$ cat src/rtl/cmd_reply_encoder.sv
// Serialises one captured command reply into a fixed-length Ethernet frame on
// the tx AXI-Stream, host-addressed, FPGA-sourced, with a per-frame sequence.
module cmd_reply_encoder #(
   parameter logic [47:0] HOST_MAC_ADDR = 48'h985aebdb066f,
   parameter logic [47:0] FPGA_MAC_ADDR = 48'h5a0102030405,
   parameter int unsigned FRAME_BYTES   = 60
) (
   input  logic        gtx_clk_bufg,
   input  logic        gtx_resetn,
   input  logic        rsp_valid,
   output logic        rsp_ready,
   input  logic [15:0] rsp_cmd_type,
   input  logic [15:0] rsp_cmd_op,
   input  logic [31:0] rsp_cmd_id,
   input  logic [31:0] rsp_addr,
   input  logic [31:0] rsp_data,
   output logic [7:0]  tx_axis_tdata,
   output logic        tx_axis_tvalid,
   output logic        tx_axis_tlast,
   input  logic        tx_axis_tready,
   output logic [15:0] frame_seq,
   output logic        busy
);

   localparam int unsigned CNT_W    = 8;
   localparam logic [CNT_W-1:0] LAST_IDX = CNT_W'(FRAME_BYTES - 1);
   localparam logic [15:0] BODY_LEN = 16'h0010;

   typedef enum logic {
      S_IDLE = 1'b0,
      S_SEND = 1'b1
   } state_t;

   state_t           r_state, w_state_nxt;
   logic [CNT_W-1:0] r_cnt, w_cnt_nxt, w_nxt_idx;
   logic [7:0]       r_tdata, w_tdata_nxt, w_nxt_byte;
   logic             r_tvalid, w_tvalid_nxt;
   logic             r_tlast, w_tlast_nxt;
   logic             r_rsp_ready, w_rsp_ready_nxt;
   logic             r_busy, w_busy_nxt;
   logic             w_capture, w_seq_inc;
   logic [15:0]      r_seq;
   logic [15:0]      r_type, r_op;
   logic [31:0]      r_id, r_addr, r_data;

   // Byte that follows the one currently on the bus
   always_comb begin
      w_nxt_idx = r_cnt + 8'd1;
      case (w_nxt_idx)
         8'd0:    w_nxt_byte = HOST_MAC_ADDR[47:40];
         8'd1:    w_nxt_byte = HOST_MAC_ADDR[39:32];
         8'd2:    w_nxt_byte = HOST_MAC_ADDR[31:24];
         8'd3:    w_nxt_byte = HOST_MAC_ADDR[23:16];
         8'd4:    w_nxt_byte = HOST_MAC_ADDR[15:8];
         8'd5:    w_nxt_byte = HOST_MAC_ADDR[7:0];
         8'd6:    w_nxt_byte = FPGA_MAC_ADDR[47:40];
         8'd7:    w_nxt_byte = FPGA_MAC_ADDR[39:32];
         8'd8:    w_nxt_byte = FPGA_MAC_ADDR[31:24];
         8'd9:    w_nxt_byte = FPGA_MAC_ADDR[23:16];
         8'd10:   w_nxt_byte = FPGA_MAC_ADDR[15:8];
         8'd11:   w_nxt_byte = FPGA_MAC_ADDR[7:0];
         8'd12:   w_nxt_byte = BODY_LEN[15:8];
         8'd13:   w_nxt_byte = BODY_LEN[7:0];
         8'd14:   w_nxt_byte = r_seq[7:0];
         8'd15:   w_nxt_byte = r_seq[15:8];
         8'd16:   w_nxt_byte = r_type[15:8];
         8'd17:   w_nxt_byte = r_type[7:0];
         8'd18:   w_nxt_byte = r_op[15:8];
         8'd19:   w_nxt_byte = r_op[7:0];
         8'd20:   w_nxt_byte = r_id[7:0];
         8'd21:   w_nxt_byte = r_id[15:8];
         8'd22:   w_nxt_byte = r_id[23:16];
         8'd23:   w_nxt_byte = r_id[31:24];
         8'd24:   w_nxt_byte = r_addr[7:0];
         8'd25:   w_nxt_byte = r_addr[15:8];
         8'd26:   w_nxt_byte = r_addr[23:16];
         8'd27:   w_nxt_byte = r_addr[31:24];
         8'd28:   w_nxt_byte = r_data[7:0];
         8'd29:   w_nxt_byte = r_data[15:8];
         8'd30:   w_nxt_byte = r_data[23:16];
         8'd31:   w_nxt_byte = r_data[31:24];
         default: w_nxt_byte = 8'h00;
      endcase
   end

   // Next-state and registered-output logic
   always_comb begin
      w_state_nxt     = r_state;
      w_cnt_nxt       = r_cnt;
      w_tdata_nxt     = r_tdata;
      w_tvalid_nxt    = r_tvalid;
      w_tlast_nxt     = r_tlast;
      w_rsp_ready_nxt = r_rsp_ready;
      w_busy_nxt      = r_busy;
      w_capture       = 1'b0;
      w_seq_inc       = 1'b0;
      case (r_state)
         S_IDLE: begin
            w_rsp_ready_nxt = 1'b1;
            w_busy_nxt      = 1'b0;
            w_tvalid_nxt    = 1'b0;
            w_tlast_nxt     = 1'b0;
            w_tdata_nxt     = 8'h00;
            if (rsp_valid) begin
               w_capture       = 1'b1;
               w_state_nxt     = S_SEND;
               w_cnt_nxt       = '0;
               w_tdata_nxt     = HOST_MAC_ADDR[47:40];
               w_tvalid_nxt    = 1'b1;
               w_rsp_ready_nxt = 1'b0;
               w_busy_nxt      = 1'b1;
            end
         end
         S_SEND: begin
            if (tx_axis_tready) begin
               if (r_tlast) begin
                  w_state_nxt     = S_IDLE;
                  w_cnt_nxt       = '0;
                  w_tdata_nxt     = 8'h00;
                  w_tvalid_nxt    = 1'b0;
                  w_tlast_nxt     = 1'b0;
                  w_rsp_ready_nxt = 1'b1;
                  w_busy_nxt      = 1'b0;
                  w_seq_inc       = 1'b1;
               end else begin
                  w_cnt_nxt   = w_nxt_idx;
                  w_tdata_nxt = w_nxt_byte;
                  w_tlast_nxt = (w_nxt_idx == LAST_IDX);
               end
            end
         end
         default: w_state_nxt = S_IDLE;
      endcase
   end

   always_ff @(posedge gtx_clk_bufg or negedge gtx_resetn) begin
      if (!gtx_resetn) begin
         r_state     <= S_IDLE;
         r_cnt       <= '0;
         r_tdata     <= 8'h00;
         r_tvalid    <= 1'b0;
         r_tlast     <= 1'b0;
         r_rsp_ready <= 1'b1;
         r_busy      <= 1'b0;
      end else begin
         r_state     <= w_state_nxt;
         r_cnt       <= w_cnt_nxt;
         r_tdata     <= w_tdata_nxt;
         r_tvalid    <= w_tvalid_nxt;
         r_tlast     <= w_tlast_nxt;
         r_rsp_ready <= w_rsp_ready_nxt;
         r_busy      <= w_busy_nxt;
      end
   end

   // Sequence number only moves on a completed frame
   always_ff @(posedge gtx_clk_bufg or negedge gtx_resetn) begin
      if (!gtx_resetn) begin
         r_seq <= 16'h0000;
      end else if (w_seq_inc) begin
         r_seq <= r_seq + 16'h0001;
      end
   end

   // Holding registers, frozen for the whole frame
   always_ff @(posedge gtx_clk_bufg or negedge gtx_resetn) begin
      if (!gtx_resetn) begin
         r_type <= 16'h0000;
         r_op   <= 16'h0000;
         r_id   <= 32'h0;
         r_addr <= 32'h0;
         r_data <= 32'h0;
      end else if (w_capture) begin
         r_type <= rsp_cmd_type;
         r_op   <= rsp_cmd_op;
         r_id   <= rsp_cmd_id;
         r_addr <= rsp_addr;
         r_data <= rsp_data;
      end
   end

   assign rsp_ready      = r_rsp_ready;
   assign tx_axis_tdata  = r_tdata;
   assign tx_axis_tvalid = r_tvalid;
   assign tx_axis_tlast  = r_tlast;
   assign frame_seq      = r_seq;
   assign busy           = r_busy;

endmodule

$ cat config.mk
export PLATFORM = sky130hd
export DESIGN_NAME = cmd_reply_encoder
export DESIGN_NICKNAME = d
export VERILOG_FILES = /design/src/rtl/cmd_reply_encoder.sv
export SDC_FILE = /design/constraint.sdc
export NUM_CORES = 1
export LEC_CHECK = 0
export CORE_MARGIN = 10
export CORE_UTILIZATION = 30
export DETAILED_ROUTE_END_ITERATION = 16
export DONT_BUFFER_PORTS = 1
export SYNTH_ARGS = -nofsm -noshare
export SYNTH_HDL_FRONTEND = slang
export SYNTH_SLANG_ARGS = --single-unit
$ cat constraint.sdc
create_clock -name gtx_clk_bufg -period 3.1 [get_ports gtx_clk_bufg]
set_input_delay 0.62 -clock gtx_clk_bufg [delete_from_list [all_inputs] [get_ports gtx_clk_bufg]]
set_output_delay 0.62 -clock gtx_clk_bufg [all_outputs]
set_load 0.02 [all_outputs]
# --- Word-level counts from Yosys, hierarchy flattened ---
# Cells that the tools add are included.
totals:
  ff_bits: 164
  latch_bits: 0
  ramBits: 0
  romBits: 0
  output_inout_bits: 28
  elab_cells: 80
  memories: 0
classes:
  n_addsub: 2
  n_mul: 0
  div: 0
  magnitude_cmp: 0
  eq_ne: 34
  shifts: 0
  muxes: 27
  n_bitwise: 1
  reduce_logical: 4
ops:
  columns: ["operator", "n"]
  rows:
  - ["8-bit case mux with 30 select lines", 1]
  - ["8-bit by 5-bit == test with 1-bit output (second input constant)", 16]
  - ["8-bit by 4-bit == test with 1-bit output (second input constant)", 7]
  - ["8-bit 2-to-1 mux", 6]
  - ["8-bit by 3-bit == test with 1-bit output (second input constant)", 4]
  - ["8-bit case mux with 2 select lines", 2]
  - ["16-bit by 1-bit adder with 16-bit output (second input constant)", 1]
  - ["8-bit by 2-bit == test with 1-bit output (second input constant)", 2]
  - ["1-bit 2-to-1 mux", 14]
  - ["8-bit by 1-bit adder with 8-bit output (second input constant)", 1]
  - ["8-bit by 1-bit == test with 1-bit output (second input constant)", 1]
  - ["8-bit by 6-bit == test with 1-bit output (second input constant)", 1]
  - ["8-bit logical NOT", 1]
  - ["1-bit case mux with 2 select lines", 4]
  - ["2-bit != test (second input constant)", 2]
  - ["2-bit AND reduction", 2]
  - ["2-bit by 1-bit != test with 1-bit output (second input constant)", 1]
  - ["2-bit OR reduction", 1]
  - ["1-bit inverter", 1]

# --- Depth between registers and ports, before layout ---
depth:
  ltp_word: 7
  ltp_mapped: 12
  depth_no_buf: 10

# --- Worst setup path after synthesis ---
# Ideal clock, no wire load.
synth_path:
  kind: "reg-to-reg"
  startpoint: "register r_cnt[1]"
  endpoint: "register r_tdata[4] (netlist: tx_axis_tdata[4])"
  arrival_time_ps: 2474
  required_ps: 2979
  slack_ps: 504
  stages_incl_launch_ff: 13
  n_path_buf: 3
  path_cell_list: "dfrtp_1 -> ha_1 -> buf_6 -> and3_1 -> buf_2 -> mux2i_4 -> a21oi_1 -> and2_1 -> buf_2 -> nand3b_1 -> o311ai_2 -> o211ai_2 -> o22a_1"
synth_between:
  elab_chain_len: 7
  word_cells_on_any_way: 37
synth_rtl:
  columns: ["element", "line", "rtl"]
  rows:
  - ["start, declared", "35", "logic [CNT_W-1:0] r_cnt, w_cnt_nxt, w_nxt_idx;"]
  - ["start signal, assigned", "147", "r_cnt <= w_cnt_nxt;"]
  - ["8-bit by 1-bit adder with 8-bit output (*)", "48", "w_nxt_idx = r_cnt + 8'd1;"]
  - ["8-bit by 3-bit == test with 1-bit output or 8-bit by 1-bit == test with 1-bit output (tied branches)", "49", "case (w_nxt_idx)"]
  - ["2-bit OR reduction (no line)", null, null]
  - ["8-bit case mux with 30 select lines (*)", "49", null]
  - ["8-bit 2-to-1 mux (*)", "116", "if (r_tlast) begin"]
  - ["8-bit 2-to-1 mux (*)", "115", "if (tx_axis_tready) begin"]
  - ["8-bit case mux with 2 select lines (*)", "97", "case (r_state)"]
  - ["end signal, assigned", "148", "r_tdata <= w_tdata_nxt;"]
  - ["end, declared", "36", "logic [7:0] r_tdata, w_tdata_nxt, w_nxt_byte;"]
# Every way passes the cells marked *; elsewhere a longest branch is shown, timed or not. The select of a mux whose other input is x is not followed.
# A chain may end at the register's enable or synchronous reset.

# --- Final worst setup path ---
layout_path:
  startpoint: "register r_cnt[0]"
  endpoint: "register r_tdata[1] (netlist: tx_axis_tdata[1])"
# Same word-level chain as after synthesis.

==> out/metrics.yaml <==
grt:
  globalRouteOverflowTotal: 0
  grt_pass1_vias: 6123
  grt_pass1_wl_um: 39700
  antenna_found_initial: 21
  grt_usage_pct: 15.3
  grt_max_degree: 165
status:
  violations: "negative hold slack"
  status: "complete, but fails checks"
drt:
  top_layer: "met5"
  drt_iter0_markers: 518
  firstDrtPassIters: 5
  drtAntennaViolNets: 0
  wirelength_um: 26300
  drc: 0
  wl_met2_um: 11500
  vias: 6042
  avgRoutedWirePerCell_um: 24.2
  wl_met3_um: 3000
  drt-met1-wl_um: 11000
  viasPerCell: 5.58
cts:
  clock_latency_ps: 440
  clockRootBuffer: "clkbuf_16"
  cts_tree: "yes"
  htree_levels: 4
  cts_setup_buffers: 0
  cts_buffers: 17
  cts.clk_slew.worst_paths_ps: 60
  cts_sinks: 164
  clockBufferDepth: 2
power_and_ir_drop:
  p_per_area_nw_per_um2: 698
  p_leak_nw: 3.91
  power_mw: 6.56
  ir_drop_mv: 0.305
sta:
  whs_ps: -121
  setup_viol: 0
  skew_ps: 8.10
  finalSetupTns_ps: 0
  tightest_slew_ps: 668
  hold_viol: 163
  rsz0062_at_grt: "no"
  drv_slew: 0
  clock.fmax_ghz: 0.332
  finalCritPeriodShare_pct: 97.1
  finalCriticalPeriod_ps: 3010
  slew_headroom_pct: 55.5
cells_and_area:
  nets: 856
  n_fill_cell: 2671
  final_cell_area_um2: 9400
  syn_to_final_growth_pct: 13.5
  drive_above_1_share_pct: 29.4
floorplanning:
  die_h_um: 186
  ios: 160
  die_w_um: 186
  start_util_pct: 30.6
  fp.coreArea_um2: 27000
  fp-row-count: 60
  die_area_um2: 34600
critical_path:
  critical_path.endpoint_type: "flip-flop"
  cp_max_fo: 9
  cp.required_ps: 3420
  r2r_start: "r_cnt[0]$_DFFE_PN0P_"
  arrival_ps: 3330
  worstSetupPathType: "reg2reg"
  r2r_setup_slack_ps: 90
  worstRegToRegCells: 10
  r2r-end: "tx_axis_tdata[1]$_DFFE_PN0P_"
  cp-start-kind: "flip-flop"
placement:
  hpwl_um: 19900
  placed_area_um2: 8760
  portBuffers: 0
  globalplace.congestion: 0.885
run:
  max-cap-violations: 0
synth:
  ys_seq_area_share_pct: 49.6
  ys_types: 72
  synth_edf_count: 0
  synth_warnings: 0
  synth.avg_cell_area_um2: 11.5
  synth.cell_area_um2: 8280
  syn_inst: 718
  postSynth.asyncResetShare_pct: 100
  ys_ff_latch: 164
  synth_nets: 855
  dominantRegCellSynth: "dfrtp_1"
hold_path:
  hp-class: "in2async"
==> cell usage in the layout (no fill, tap or decap), types with 5 or more instances in the layout <==
cell type	count
a21o_1	5
a21oi_1	15
a221o_1	6
a221oi_1	15
a22o_1	13
a22oi_1	18
a31oi_1	13
a32oi_1	7
and2_1	10
and3_1	14
buf_4	32
clkbuf_16	17
dfrtp_1	163
diode_2	10
mux2_2	129
nand2_1	45
nand3_1	21
nand4_1	10
nor2_1	28
nor2b_1	13
nor3_1	7
o21ai_0	23
xnor2_1	11
xor2_1	8
==> sequential cells by signal, summed over array words and instances, names as in the netlist, 8 cells and up <==
name	count
frame_seq	16
r_addr	32
r_cnt	8
r_data	32
r_id	32
r_op	16
r_type	16
tx_axis_tdata	8
==> metal layers <==
| metal | GRT usage [%] | vias up |
|---|---|---|
| li1 | - | 2730 |
| met1 | 19.0 | 2993 |
| met2 | 22.5 | 238 |
| met3 | 7.56 | 59 |
| met4 | 5.00 | 22 |
| met5 | 0 | - |
==> synthesized netlist by cell type, types with 5 or more instances <==
cell type	instances	area (um2)
a22o_1	13	114
buf_2	11	55.1
a32oi_1	7	61.3
a31oi_1	14	87.6
nor2_1	28	105
dfrtp_1	163	4080
ha_1	5	62.6
clkbuf_1	34	128
and3_1	14	87.6
and2_1	10	62.6
mux2_2	129	1450
nor2b_1	15	93.8
nand2_1	45	169
xor2_1	8	70.1
nand3_1	21	105
nand4_1	10	62.6
a21oi_1	15	75.1
a221o_1	6	60.1
o21ai_0	23	115
xnor2_1	11	96.3
a221oi_1	15	131
nor3_1	7	35.0
a21o_1	5	37.5
a22oi_1	18	135
==> cell type report <==
cell class	count	area [um2]	share of cell area [%]
tap	341	427	4.54
antenna	10	25.0	0.266
timing repair buffer	34	280	2.98
sequential	164	4110	43.7
inverter	5	18.8	0.200
clock buffer	21	460	4.90
multi-input combinational	497	3940	42.0
clock inverter	11	138	1.46
==> critical path: stages (launching register included) <==
cell       delay [ps]
dfrtp_1           360
buf_4             160
inv_1              70
ha_1              350
nor2b_2           260
and3_1            240
a21o_1            280
a221o_1           390
nor3_1            400
o2111ai_1         160
a22o_1            210
==> stage by stage <==
step           instances  util (%)  setup slack [ps]
3_3_place_gp        1041      32.4               106
6_report            1083      34.8              89.1
4_1_cts             1073      34.6              69.1
2_1_floorplan        718         -               504
3_5_place_dp        1041      32.4              67.7
5_1_grt             1076      34.7              6.23
==> how the worst max path moves through the flow <==
stage | start | endpoint | slack (ps) | cells past startpoint
CTS | r_cnt[1]$_DFFE_PN0P_ | tx_axis_tdata[7]$_DFFE_PN0P_ | 70 | 8
detailed placement | r_cnt[1]$_DFFE_PN0P_ | tx_axis_tdata[0]$_DFFE_PN0P_ | 70 | 9
global placement | r_cnt[1]$_DFFE_PN0P_ | tx_axis_tdata[7]$_DFFE_PN0P_ | 110 | 8
global route | r_cnt[1]$_DFFE_PN0P_ | tx_axis_tdata[1]$_DFFE_PN0P_ | 6 | 9
finish | r_cnt[0]$_DFFE_PN0P_ | tx_axis_tdata[1]$_DFFE_PN0P_ | 90 | 10
floorplan | r_cnt[1]$_DFFE_PN0P_ | tx_axis_tdata[4]$_DFFE_PN0P_ | 500 | 12
==> what timing repair did <==
item	CTS	global route
endpoints found under the hold margin	163	163
gates resized for setup	0	4
setup endpoints to repair	0	8
==> power breakdown <==
group	internal, mW	switching [mW]
clock network	1.25	0.927
logic	0.739	0.930
registers	2.40	0.320
total	4.39	2.18
==> cells by family after synthesis <==
| logic type | Yosys count | share of synthesized area, % |
|---|---|---|
| mux | 130 | 17.8 |
| buf+inv | 57 | 3.07 |
| xor+xnor | 19 | 2.01 |
| flops | 164 | 49.6 |
| simple gates | 174 | 11.0 |
| compound gates | 169 | 15.7 |
| fa+ha+maj | 5 | 0.756 |
(Power assumes the default switching activity.)
